--- src/rtl/traffic_pkg.sv ---
// rtl/traffic_pkg.sv - shared lamp encodings, monitor states and error codes
package traffic_pkg;

    // Lamp sample is {red, yellow, green}
    localparam logic [2:0] RED_ONLY    = 3'b100;
    localparam logic [2:0] YELLOW_ONLY = 3'b010;
    localparam logic [2:0] GREEN_ONLY  = 3'b001;

    localparam logic [2:0] ERR_NONE   = 3'd0;
    localparam logic [2:0] ERR_ONEHOT = 3'd1;
    localparam logic [2:0] ERR_ORDER  = 3'd2;
    localparam logic [2:0] ERR_SHORT  = 3'd3;
    localparam logic [2:0] ERR_LONG   = 3'd4;

    typedef enum logic [1:0] {
        ST_SYNC   = 2'd0,
        ST_RED    = 2'd1,
        ST_GREEN  = 2'd2,
        ST_YELLOW = 2'd3
    } state_t;

    // True when exactly one of the three lamps is lit
    function automatic logic lamp_onehot(input logic [2:0] lamp);
        return (lamp == RED_ONLY) || (lamp == YELLOW_ONLY) || (lamp == GREEN_ONLY);
    endfunction

    // Lamp pattern that belongs to a tracked phase; SYNC has none
    function automatic logic [2:0] phase_lamp(input state_t st);
        case (st)
            ST_RED:    return RED_ONLY;
            ST_GREEN:  return GREEN_ONLY;
            ST_YELLOW: return YELLOW_ONLY;
            default:   return 3'b000;
        endcase
    endfunction

    // Legal successor phase: red -> green -> yellow -> red
    function automatic state_t next_phase(input state_t st);
        case (st)
            ST_RED:    return ST_GREEN;
            ST_GREEN:  return ST_YELLOW;
            ST_YELLOW: return ST_RED;
            default:   return ST_SYNC;
        endcase
    endfunction

endpackage

--- src/rtl/traffic_light_monitor.sv ---
// rtl/traffic_light_monitor.sv - passive one-hot, order and dwell checker for traffic lamps
module traffic_light_monitor
    import traffic_pkg::*;
#(
    parameter int RED_CYC    = 5,
    parameter int GREEN_CYC  = 4,
    parameter int YELLOW_CYC = 2
) (
    input  logic       clk,
    input  logic       reset,
    input  logic       red,
    input  logic       yellow,
    input  logic       green,
    output logic       locked,
    output logic       err,
    output logic [2:0] err_code,
    output logic       err_sticky,
    output logic [7:0] cycles
);

    state_t     r_state;
    logic [7:0] r_cnt;
    logic [2:0] r_prev;
    logic       r_locked;
    logic       r_err;
    logic [2:0] r_err_code;
    logic       r_err_sticky;
    logic [7:0] r_cycles;

    logic [2:0] w_lamp;
    logic [7:0] w_dwell;
    logic [8:0] w_cnt_inc;
    state_t     w_state_nx;
    logic [7:0] w_cnt_nx;
    logic       w_locked_nx;
    logic       w_err_nx;
    logic [2:0] w_err_code_nx;
    logic       w_err_sticky_nx;
    logic [7:0] w_cycles_nx;
    logic       w_fire;
    logic [2:0] w_fire_code;

    assign w_lamp    = {red, yellow, green};
    assign w_cnt_inc = {1'b0, r_cnt} + 9'd1;

    // Required dwell for the phase currently being tracked
    always_comb begin
        w_dwell = 8'd0;
        case (r_state)
            ST_RED:    w_dwell = 8'(RED_CYC);
            ST_GREEN:  w_dwell = 8'(GREEN_CYC);
            ST_YELLOW: w_dwell = 8'(YELLOW_CYC);
            default:   w_dwell = 8'd0;
        endcase
    end

    // Next-state and check logic; checks are in priority order and any error drops back to SYNC
    always_comb begin
        w_state_nx      = r_state;
        w_cnt_nx        = r_cnt;
        w_locked_nx     = r_locked;
        w_err_nx        = 1'b0;
        w_err_code_nx   = r_err_code;
        w_err_sticky_nx = r_err_sticky;
        w_cycles_nx     = r_cycles;
        w_fire          = 1'b0;
        w_fire_code     = ERR_NONE;

        if (r_state == ST_SYNC) begin
            // Only a fresh not-red to red edge starts tracking
            if (w_lamp == RED_ONLY && r_prev != RED_ONLY) begin
                w_state_nx  = ST_RED;
                w_cnt_nx    = 8'd1;
                w_locked_nx = 1'b1;
            end
        end else if (!lamp_onehot(w_lamp)) begin
            w_fire      = 1'b1;
            w_fire_code = ERR_ONEHOT;
        end else if (w_lamp == phase_lamp(r_state)) begin
            if (w_cnt_inc > {1'b0, w_dwell}) begin
                w_fire      = 1'b1;
                w_fire_code = ERR_LONG;
            end else begin
                w_cnt_nx = w_cnt_inc[7:0];
            end
        end else if (w_lamp == phase_lamp(next_phase(r_state))) begin
            if (r_cnt != w_dwell) begin
                w_fire      = 1'b1;
                w_fire_code = ERR_SHORT;
            end else begin
                w_state_nx = next_phase(r_state);
                w_cnt_nx   = 8'd1;
                if (r_state == ST_YELLOW) begin
                    w_cycles_nx = r_cycles + 8'd1;
                end
            end
        end else begin
            w_fire      = 1'b1;
            w_fire_code = ERR_ORDER;
        end

        if (w_fire) begin
            w_err_nx        = 1'b1;
            w_err_code_nx   = w_fire_code;
            w_err_sticky_nx = 1'b1;
            w_locked_nx     = 1'b0;
            w_state_nx      = ST_SYNC;
            w_cnt_nx        = 8'd0;
        end
    end

    // State, previous sample and registered outputs
    always_ff @(posedge clk or negedge reset) begin
        if (!reset) begin
            r_state      <= ST_SYNC;
            r_cnt        <= 8'd0;
            r_prev       <= 3'b000;
            r_locked     <= 1'b0;
            r_err        <= 1'b0;
            r_err_code   <= ERR_NONE;
            r_err_sticky <= 1'b0;
            r_cycles     <= 8'd0;
        end else begin
            r_state      <= w_state_nx;
            r_cnt        <= w_cnt_nx;
            r_prev       <= w_lamp;
            r_locked     <= w_locked_nx;
            r_err        <= w_err_nx;
            r_err_code   <= w_err_code_nx;
            r_err_sticky <= w_err_sticky_nx;
            r_cycles     <= w_cycles_nx;
        end
    end

    assign locked     = r_locked;
    assign err        = r_err;
    assign err_code   = r_err_code;
    assign err_sticky = r_err_sticky;
    assign cycles     = r_cycles;

endmodule

--- config.mk ---
export PLATFORM = sky130hd
export DESIGN_NAME = traffic_light_monitor
export DESIGN_NICKNAME = d
export VERILOG_FILES = /design/src/rtl/traffic_pkg.sv /design/src/rtl/traffic_light_monitor.sv
export SDC_FILE = /design/constraint.sdc
export NUM_CORES = 1
export LEC_CHECK = 0
export ABC_AREA = 0
export CAP_MARGIN = 40
export CELL_PAD_IN_SITES_DETAIL_PLACEMENT = 0
export CELL_PAD_IN_SITES_GLOBAL_PLACEMENT = 1
export CORE_ASPECT_RATIO = 0.8
export CORE_MARGIN = 3
export CORE_UTILIZATION = 39
export DETAILED_ROUTE_END_ITERATION = 10
export GPL_TIMING_DRIVEN = 0
export PLACE_DENSITY_LB_ADDON = 0.1
export SYNTH_ARGS = -nofsm -noshare
export SYNTH_HDL_FRONTEND = slang
export SYNTH_SLANG_ARGS = --single-unit
--- constraint.sdc ---
create_clock -name clk -period 2.25 [get_ports clk]
set_input_delay 0.45 -clock clk [delete_from_list [all_inputs] [get_ports clk]]
set_output_delay 0.45 -clock clk [all_outputs]
set_load 0.02 [all_outputs]
==> metrics.md, run 1 <==
| Metric | Value |
|---|---|
| Std cell rows | 19 |
| Compound-Gate Fraction of Synth Area | 13.4% |
| Hold crit path type | reg2reg |
| Worst EP required | ~2.4 ns |
| CP Cell Sequence | buf_12, ha_4, ha_4, nor2_2, nor4b_4, and3_4, and3_4, mux2_4 |
| Final WL | 3490 microns |
| CTS root buf | clkbuf_8 |
| Synth area leader | dfrtp_1 |
| Initial Utilization | 42.4% |
| Htree depth | 1 |
| Final max-slew violation count | 0 |
| Post-synth EDFFs | 0 |
| PwrDens | approximately 1100 nW/um^2 |
| CTS max path bufs | 2 |
| Synth Area in XOR/XNOR | a little over a tenth |
| Avg Vias per Cell | between 5 and 6 |
| First-pass GRT wire length | 5750 microns |
| Pre-antenna DRT Iters | 4 |
| Clk_lat worst skew | between 0.2 and 0.3 ns |
| Post-Synthesis Cells | 141 |
| CP peak stage delay | about 0.47 ns |
| Slew headroom | between 60% and 70% |
| Yosys reg bits | 27 |
| Peak VDD IR | between 0.7 and 0.8 mV |
| Final #Nets | roughly 200 |
| Primary FF master, synth | dfrtp_1 |
| Arr. time, crit path | ~2.4 ns |
| CTS buffer count | 3 |
| Port bufs | 18 |
| Sequential share of the synthesized area | roughly 45% |
| Leak pwr | around 0.94 nW |
| Post-route minimum period | ~2.2 ns |
| Crit path capture type | flip-flop |
| Die height | 61.7 microns |
| Sequential share of power | 26.7% |
| RSZ-0062 raised after global routing | true |
| Largest family of logic cells by synthesized area | simple AND/OR/NAND/NOR gates |
| Clock sink count | 27 |
| Post-synthesis adder-cell area fraction | ~8.3% |
| Setup TNS | 0 ns |
| Pint | between 1 and 1.5 mW |
| Antenna diode count | 0 |
| Synthesized area | ~1500 sq um |
| Max FO, Critical Path | 8 |
| DR WL/cell | roughly 16 microns |
| Max Freq | roughly 440 MHz |
| Most common cell in the netlist | dfrtp_1 |
| Mux contribution to synthesized area | under 10% |
| CTS tree | done |
| NetSw | around 0.92 mW |
| DRC errors left | 0 |
| GR Overflow Total | 0 |
| Setup Crit Path Kind | reg2reg |
| Core Util, Final | roughly three fifths |
| Initial DRC count | 45 |
| Syn-to-layout area delta | 44.3% |
| Die Area | 4660 sq um |
| Final HPWL DP | 2290 microns |
| Fin crit share | 99.9% |
| Slowest CP cell | dfrtp_2 |
| Vias | 1207 |
| Net Sw Frac | a little under 40% |
| Synth cell types | 40 |
| Status | finished clean |
| Post-Syn Nets | approximately 160 |
| Vias in the first global route | between 1000 and 1500 |
| MaxCap Viol Count | 0 |
| Synthesis Warnings | 0 |
| Asr flop ratio synth | 100% |
| Synth top area cells | dfrtp_1 (45%), ha_1 (8.3%), xnor2_1 (5.8%) |
| WHS | 0.476 ns |
| Gate power share | 61.3% |
| Final Wtd Congestion | roughly 0.82 |
| Setup slack, reg-to-reg | approximately 0.0011 ns |
| Core region area | roughly 3600 sq um |
| Worst-Margin Slew | approximately 0.47 ns |
| Worst Skew | approximately 0.0086 ns |
| Worst Setup Start Kind | flip-flop |
| ANT nets after route | 0 |
| Clock power share | about an eighth |
| Pin count of the biggest net entering global routing | 20 |
| DIE WIDTH | about 76 microns |
| Clk slew on worst S/H paths | roughly 0.10 ns |
| Syn Area/Cell | between 10 and 15 sq um |
| Initial antenna violation count | 0 |
| Layout cell share with drive strength beyond 1 | between 30 and 40% |
| Final hold violation count | 0 |
| Power Total | 2.33 mW |
| Post-Synth Simple-Gate Area | 17.5% |
| Total I/O pin count | 19 |
| Yosys top cell area share | 44.7% |
| Gr usage total | between 10% and 20% |
| Final setup violation count | 0 |
| Most frequent cells after synthesis | dfrtp_1 (27), ha_1 (10), inv_1 (10), xnor2_1 (10) |
==> metal layers <==
metal / global-route usage, % / vias to the layer above / wire length (microns)
li1: - / 586 / -
met1: 24.2 / 590 / 1710
met2: 24.6 / 27 / 1640
met3: 3.59 / 4 / 125
met4: 2.99 / 0 / 19
met5: 0 / - / 0
==> cells by family after synthesis <==
group           after synthesis
compound gates               27
mux                           2
buf+inv                      15
xor+xnor                     18
flops                        27
fa+ha+maj                    10
simple gates                 42
==> power groups by stage <==
stage	sequential, mW	combinational [mW]	clock, mW
final	0.623	1.43	0.281
after global routing	0.632	1.55	0.308
after CTS	0.620	1.31	0.295
after detailed placement	0.624	0.846	0
after global placement	0.622	0.834	0
after floorplan	0.659	0.555	0
==> what timing repair did <==
item	in CTS	in global routing
hold buffers	0	0
resized for setup	42	4
setup endpoints to repair	19	17
pin swaps	11	13
buffers inserted	17	4
==> sequential cells by signal, indices dropped and copies added, names as in the netlist <==
name and cells:
r_prev 3, err 1, cycles 8, err_sticky 1
locked 1, r_state 2, r_cnt 8, err_code 3
==> final cells by class <==
| class | count | area (sq um) |
|---|---|---|
| plain buffers | 2 | 7.51 |
| clock buffers | 3 | 41.3 |
| clock inverters | 1 | 7.51 |
| fillers | 276 | 1390 |
| inverters | 10 | 37.5 |
| multi-input cells | 99 | 988 |
| flip-flops and latches | 27 | 679 |
| well taps | 42 | 52.6 |
| repair buffers | 40 | 365 |
==> layout by cell type (no fill, tap or decap), drive strengths merged, types with 6 or more instances in the layout <==
cell type / n
buf: 22
clkdlybuf4s50: 15
dfrtp: 27
ha: 10
inv: 10
nand4: 8
nor2: 6
xnor2: 10
xor2: 8
==> final timing paths <==
kind,cells after the start,startpoint,end
min,1,cycles[7]$_DFFE_PN0P_,cycles[7]$_DFFE_PN0P_
max in group asynchronous,2,reset,r_cnt[0]$_DFFE_PN0P_
max,8,r_state[0]$_DFFE_PN0P_,cycles[1]$_DFFE_PN0P_
max reg2reg,8,r_state[0]$_DFFE_PN0P_,cycles[1]$_DFFE_PN0P_
min in group asynchronous,1,reset,r_prev[2]$_DFF_PN0_
min reg2reg,1,cycles[7]$_DFFE_PN0P_,cycles[7]$_DFFE_PN0P_
==> per-stage QoR <==
stage	cell area, sq um	cells	setup slack [ns]
2_1_floorplan	1510	141	0.00131
3_5_place_dp	1760	202	-0.593
3_3_place_gp	1740	201	-0.581
5_1_grt	2180	224	-0.0698
4_1_cts	2140	222	-0.0226
6_report	2180	224	0.00115
==> critical path, delay by kind of cell, from the launching register on <==
family                     cells  cell delay (ns)
buffers and inverters          1             0.15
muxes                          1             0.31
DFF                            1             0.47
and+or+nand+nor                4             0.83
adders and majority gates      2             0.39
Power figures use the tool's default switching activity.
==> inputs of run 2 (changes only) <==
- CORE_UTILIZATION: 39 -> 40
- CTS_BUF_LIST: default -> sky130_fd_sc_hd__clkbuf_8
==> metrics.md, run 2 (synthesis gave the netlist of run 1 again) <==
| Metric | Value |
|---|---|
| Net Sw Frac | 40.2% (was 39.3%) |
| DIE WIDTH | 74.7 microns (was 75.6 microns) |
| ANT nets after route | 0 (unchanged) |
| Final Wtd Congestion | 0.911 (was 0.819) |
| Layout cell share with drive strength beyond 1 | 33.7% (was 34.6%) |
| Final hold violation count | 0 (unchanged) |
| Worst-Margin Slew | 0.569 ns (was 0.466 ns) |
| Clock power share | 12.9% (was 12.0%) |
| Commonest non-fill, non-tap cell in the layout | dfrtp_1 (unchanged) |
| Slowest CP cell | dfrtp_2 (unchanged) |
| Final #Nets | 197 (was 198) |
| Peak VDD IR | 0.556 mV (was 0.707 mV) |
| Gate power share | 58.4% (was 61.3%) |
| Leak pwr | 0.924 nW (was 0.938 nW) |
| Gr usage total | 17.2% (was 16.3%) |
| Commonest cells after routing, fill and taps aside | dfrtp_1 (23), buf_4 (20), clkdlybuf4s50_1 (15), xnor2_1 (9), nand4_1 (8) (was dfrtp_1 (24), buf_4 (19), clkdlybuf4s50_1 (15), xnor2_1 (8), nand4_1 (8)) |
| Pint | 1.30 mW (was 1.41 mW) |
| Setup TNS | -0.00294 ns (was 0 ns) |
| Clock sink count | 27 (unchanged) |
| Pin count of the biggest net entering global routing | 20 (unchanged) |
| PwrDens | 1030 nW/um^2 (was 1070 nW/um^2) |
| Clk_lat worst skew | 0.27 ns (was 0.28 ns) |
| Final setup violation count | 1 (was 0) |
| Status | finished with violations (was finished clean) |
| Worst EP required | 2.42 ns (about the same) |
| RSZ-0062 raised after global routing | true (unchanged) |
| CTS tree | done (unchanged) |
| Cells after DPL | 202 (unchanged) |
| Fin crit share | 100% (was 99.9%) |
| Pre-antenna DRT Iters | 4 (unchanged) |
| Vias in the first global route | 1188 (was 1183) |
| Core region area | 3520 sq um (was 3570 sq um) |
| Crit path capture type | flip-flop (unchanged) |
| Die height | 61.0 microns (was 61.7 microns) |
| MaxCap Viol Count | 0 (unchanged) |
| DRC errors left | 0 (unchanged) |
| Final HPWL DP | 2330 microns (was 2290 microns) |
| Post-route insts no fill | 223 (was 224) |
| DR WL/cell | 15.9 microns (was 15.6 microns) |
| CTS buffer count | 3 (unchanged) |
| Worst Skew | 0.00389 ns (was 0.00855 ns) |
| Final WL | 3550 microns (was 3490 microns) |
| CP peak stage delay | 0.49 ns (was 0.47 ns) |
| Max Freq | 444 MHz (was 445 MHz) |
| Syn-to-layout area delta | 40.2% (was 44.3%) |
| Final max-slew violation count | 0 (unchanged) |
| GR Overflow Total | 0 (unchanged) |
| Placed cell area | 1760 sq um (unchanged) |
| Avg Vias per Cell | 5.41 (was 5.39) |
| CTS root buf | clkbuf_8 (unchanged) |
| Arr. time, crit path | 2.42 ns (about the same) |
| Antenna diode count | 0 (unchanged) |
| Sequential share of power | 28.8% (was 26.7%) |
| Setup Crit Path Kind | reg2reg (unchanged) |
| Htree depth | 1 (unchanged) |
| Std cell rows | 19 (unchanged) |
| Max FO, Critical Path | 7 (was 8) |
| Die Area | 4550 sq um (was 4660 sq um) |
| Total I/O pin count | 19 (unchanged) |
| CP Cell Sequence | ha_4, buf_4, xnor2_1, nand3_2, nand4_1, o41ai_4, or2_2, a32o_1 (was buf_12, ha_4, ha_4, nor2_2, nor4b_4, and3_4, and3_4, mux2_4) |
| NetSw | 0.875 mW (was 0.917 mW) |
| Worst Setup Start Kind | flip-flop (unchanged) |
| Violated checks | setup timing |
| Layout fillers | 294 (was 276) |
| Final Cell Area | 2120 sq um (was 2180 sq um) |
| CTS max path bufs | 2 (unchanged) |
| Port bufs | 18 (unchanged) |
| Initial Utilization | 42.9% (was 42.4%) |
| Initial antenna violation count | 0 (unchanged) |
| Clk slew on worst S/H paths | 0.09 ns (was 0.10 ns) |
| Post-route minimum period | 2.25 ns (about the same) |
| Post-route setup slack | -0.00294 ns (was 0.00115 ns) |
| Vias | 1207 (unchanged) |
| Hold crit path type | reg2reg (unchanged) |
| Initial DRC count | 85 (was 45) |
| Slew headroom | 61.6% (was 68.6%) |
| First-pass GRT wire length | 5950 microns (was 5750 microns) |
run 2: cell count changes in the layout (fill, tap and decap cells not counted), sizes merged:
cell,previous run,this run
clkinvlp,1,0
clkinv,0,1
buf,22,21
run 2: layer usage:
metal	track usage (%)	vias to the layer above	wire length, microns
met5	0	-	0
met4	3.55	0	11
met3	4.14	3	199
met2	26.9	38	1690
met1	24.5	584	1640
li1	-	582	-
run 2: through the flow:
stage               setup WS, ns  hold WS, ns  util [%]  power (mW)
detailed placement        -0.615        0.451      50.0        1.47
floorplan                0.00131        0.154         -        1.21
global placement          -0.572        0.449      49.5        1.45
global route             -0.0806        0.495      60.2        2.32
CTS                       0.0106        0.477      58.6        2.06
finish                  -0.00294        0.470      60.2        2.17
run 2: final cells by class:
| type | count | area, sq um | area share, % |
|---|---|---|---|
| Tap cell | 42 | 52.6 | 2.48 |
| Clock inverter | 1 | 5.00 | 0.236 |
| Sequential cell | 27 | 681 | 32.2 |
| Multi-Input combinational cell | 99 | 948 | 44.8 |
| Clock buffer | 3 | 41.3 | 1.95 |
| Timing Repair Buffer | 39 | 342 | 16.1 |
| Buffer | 2 | 7.51 | 0.355 |
| Inverter | 10 | 40.0 | 1.89 |
run 2: what timing repair did:
action,CTS,global route
hold buffers,0,0
resized for setup,36,5
endpoints found under the setup margin,19,13
pin swaps,13,2
buffers inserted,15,5
run 2: power groups by stage:
stage | registers (mW) | clock network (mW) | logic, mW
2_1_floorplan | 0.659 | 0 | 0.555
3_3_place_gp | 0.621 | 0 | 0.828
3_5_place_dp | 0.627 | 0 | 0.843
4_1_cts | 0.623 | 0.284 | 1.15
5_1_grt | 0.637 | 0.306 | 1.38
6_report | 0.625 | 0.280 | 1.27
run 2: worst paths after layout:
| path | cells after the start | startpoint | end | slack [ns] |
|---|---|---|---|---|
| hold / removal | 1 | cycles[7]$_DFFE_PN0P_ | cycles[7]$_DFFE_PN0P_ | 0.47 |
| hold reg to reg | 1 | cycles[7]$_DFFE_PN0P_ | cycles[7]$_DFFE_PN0P_ | 0.47 |
| min in group asynchronous | 1 | reset | r_state[1]$_DFFE_PN0P_ | 0.49 |
| setup / recovery | 8 | r_state[0]$_DFFE_PN0P_ | err_code[1]$_DFFE_PN0P_ | -0.003 |
| max in group asynchronous | 2 | reset | r_cnt[0]$_DFFE_PN0P_ | 1.26 |
| setup reg to reg | 8 | r_state[0]$_DFFE_PN0P_ | err_code[1]$_DFFE_PN0P_ | -0.003 |
run 2: worst max-delay path: cells and delay by family, from the launching register on:
kind                     cells  cell delay (ns)
AO/OA/AOI/OAI                2             0.32
XOR/XNOR                     1             0.25
adder cells (fa/ha/maj)      1             0.20
buffers and inverters        1             0.14
flip-flops                   1             0.49
AND/OR/NAND/NOR              3             0.75
==> inputs of run 3 (changes only) <==
- CORE_ASPECT_RATIO: 0.8 -> default
- CORE_UTILIZATION: 40 -> 45
- clock period: 2.25 -> 2.2 ns (I/O delays scaled with it)
==> metrics.md, run 3 (synthesis gave the netlist of run 1 again) <==
| Metric | Value |
|---|---|
| Worst flop-to-flop path startpoint | r_cnt[0]$_DFFE_PN0P_ (was r_state[0]$_DFFE_PN0P_) |
| Antenna diode count | 0 (unchanged) |
| Core region area | 3130 sq um (was 3520 sq um) |
| MaxCap Viol Count | 0 (unchanged) |
| Delay-heaviest family, CP | compound AO/OA/AOI/OAI gates (was simple AND/OR/NAND/NOR gates) |
| Instance count on the critical path | 7 (was 8) |
| Final WL | 3360 microns (was 3550 microns) |
| CP most frequent cell | or2_4 |
| Core Util, Final | 68.1% (was 60.2%) |
| Max Freq | 444 MHz (about the same) |
| Crit path capture type | flip-flop (unchanged) |
| Hold crit path type | reg2reg (unchanged) |
| DRC errors left | 0 (unchanged) |
| Initial antenna violation count | 0 (unchanged) |
| Worst Setup Start Kind | flip-flop (unchanged) |
| Min-Delay Path Depth | 1 (unchanged) |
| Final setup violation count | 7 (was 1) |
| Port bufs | 18 (unchanged) |
| RSZ-0062 raised after global routing | true (unchanged) |
| CP Cell Sequence | ha_2, or2_4, a2111oi_2, o22ai_2, o41ai_4, or2_4, a32o_1 (was ha_4, buf_4, xnor2_1, nand3_2, nand4_1, o41ai_4, or2_2, a32o_1) |
| CTS tree | done (unchanged) |
| Arr. time, crit path | 2.46 ns (was 2.42 ns) |
| Pin count of the biggest net entering global routing | 19 (was 20) |
| ANT nets after route | 0 (unchanged) |
| Peak VDD IR | 0.690 mV (was 0.556 mV) |
| Gr usage total | 16.3% (was 17.2%) |
| Clk slew on worst S/H paths | 0.09 ns (about the same) |
| Critical path origin | r_cnt[0]$_DFFE_PN0P_ (was r_state[0]$_DFFE_PN0P_) |
| Total I/O pin count | 19 (unchanged) |
| Die height | 63.9 microns (was 61.0 microns) |
| Syn-to-layout area delta | 41.0% (was 40.2%) |
| Worst Skew | 0.00278 ns (was 0.00389 ns) |
| GR Overflow Total | 0 (unchanged) |
| CP Buf/Inv Count | 0 (was 1) |
| CTS buffer count | 3 (unchanged) |
| Pre-antenna DRT Iters | 4 (unchanged) |
| Vias | 1220 (was 1207) |
| Htree depth | 1 (unchanged) |
| Clk_lat worst skew | 0.26 ns (was 0.27 ns) |
| Post-route setup slack | -0.0502 ns (was -0.00294 ns) |
| Slew headroom | 61.8% (was 61.6%) |
| Cts-stage hold buffer count | 0 (unchanged) |
| Commonest cells after routing, fill and taps aside | dfrtp_1 (24), buf_4 (21), clkdlybuf4s50_1 (15), xnor2_1 (8), nand4_1 (8) (was dfrtp_1 (23), buf_4 (20), clkdlybuf4s50_1 (15), xnor2_1 (9), nand4_1 (8)) |
| CTS max path bufs | 2 (unchanged) |
| Std cell rows | 20 (was 19) |
| Final HPWL DP | 2270 microns (was 2330 microns) |
| Initial DRC count | 54 (was 85) |
| CP peak stage delay | 0.47 ns (was 0.49 ns) |
| Worst EP required | 2.41 ns (was 2.42 ns) |
| Max FO, Critical Path | 5 (was 7) |
| Leak pwr | 0.944 nW (was 0.924 nW) |
| Post-route minimum period | 2.25 ns (about the same) |
| Fin crit share | 102% (was 100%) |
| Final Wtd Congestion | 0.795 (was 0.911) |
| Layout cell share with drive strength beyond 1 | 33.3% (was 33.7%) |
| DR WL/cell | 14.8 microns (was 15.9 microns) |
| PwrDens | 1070 nW/um^2 (was 1030 nW/um^2) |
| Reg2reg path depth | 7 (was 8) |
| Final hold violation count | 0 (unchanged) |
| Status | finished with violations (unchanged) |
| Layout fillers | 240 (was 294) |
| Worst-Margin Slew | 0.571 ns (was 0.569 ns) |
| Slowest CP cell | o41ai_4 (was dfrtp_2) |
| DIE WIDTH | 63.9 microns (was 74.7 microns) |
| Setup Crit Path Kind | reg2reg (unchanged) |
| First-pass GRT wire length | 5290 microns (was 5950 microns) |
| DP Worst Slack | -0.617 ns (was -0.615 ns) |
| CTS root buf | clkbuf_8 (unchanged) |
| Final #Nets | 199 (was 197) |
| Clock sink count | 27 (unchanged) |
| Violated checks | setup timing (unchanged) |
| Avg Vias per Cell | 5.37 (was 5.41) |
| Commonest non-fill, non-tap cell in the layout | dfrtp_1 (unchanged) |
| Die Area | 4090 sq um (was 4550 sq um) |
| Setup slack, reg-to-reg | -0.05 ns (was -0.003 ns) |
| Final max-slew violation count | 0 (unchanged) |
| Vias in the first global route | 1129 (was 1188) |
| Initial Utilization | 48.3% (was 42.9%) |
| Min-delay src | err_sticky$_DFFE_PN0P_ (was cycles[7]$_DFFE_PN0P_) |
[run 3: changes by cell type in the layout (fill, tap and decap cells not counted), sizes merged]
cell,delta
buf,+2
[run 3: final cells by class]
type                       count  area (sq um)  area share [%]
clock buffer                   3          41.3            1.94
tap                           44          55.1            2.59
inverter                      10          40.0            1.88
multi-input combinational     99           928            43.6
sequential                    27           679            31.9
timing repair buffer          41           373            17.5
clock inverter                 1          5.00           0.235
buffer                         2          7.51           0.353
[run 3: path summary, 6_finish.rpt]
path,to
min in group asynchronous,locked$_DFFE_PN0P_
worst min-delay path,err_sticky$_DFFE_PN0P_
worst max register to register,err_code[1]$_DFFE_PN0P_
worst max-delay path,err_code[1]$_DFFE_PN0P_
max in group asynchronous,r_cnt[3]$_DFFE_PN0P_
worst min register to register,err_sticky$_DFFE_PN0P_
[run 3: stage by stage]
step	TNS (ns)	hold WS (ns)	power (mW)	instance area, sq um	cells
floorplan	0	0.144	1.29	1550	141
global placement	-7.96	0.448	1.53	1790	203
detailed placement	-8.33	0.451	1.56	1810	204
CTS	-0.0890	0.476	2.08	2020	221
global route	-1.41	0.488	2.44	2130	227
finish	-0.223	0.471	2.28	2130	227
[run 3: power breakdown]
part           total (mW)  switching [mW]  internal [mW]
registers           0.634          0.0652          0.569
clock network       0.273           0.147          0.127
logic                1.37           0.672          0.698
[run 3: what timing repair did]
action	CTS	global route
pin swaps	7	18
gates resized for setup	18	9
setup buffers	16	8
endpoints found under the setup margin	19	16
[run 3: metal layers]
layer | part of all wire (%) | track usage, % | up-vias
li1 | - | - | 592
met1 | 47 | 21.7 | 599
met2 | 47 | 26.3 | 25
met3 | 3.5 | 2.28 | 4
met4 | 1.9 | 6.74 | 0
met5 | 0 | 0 | -
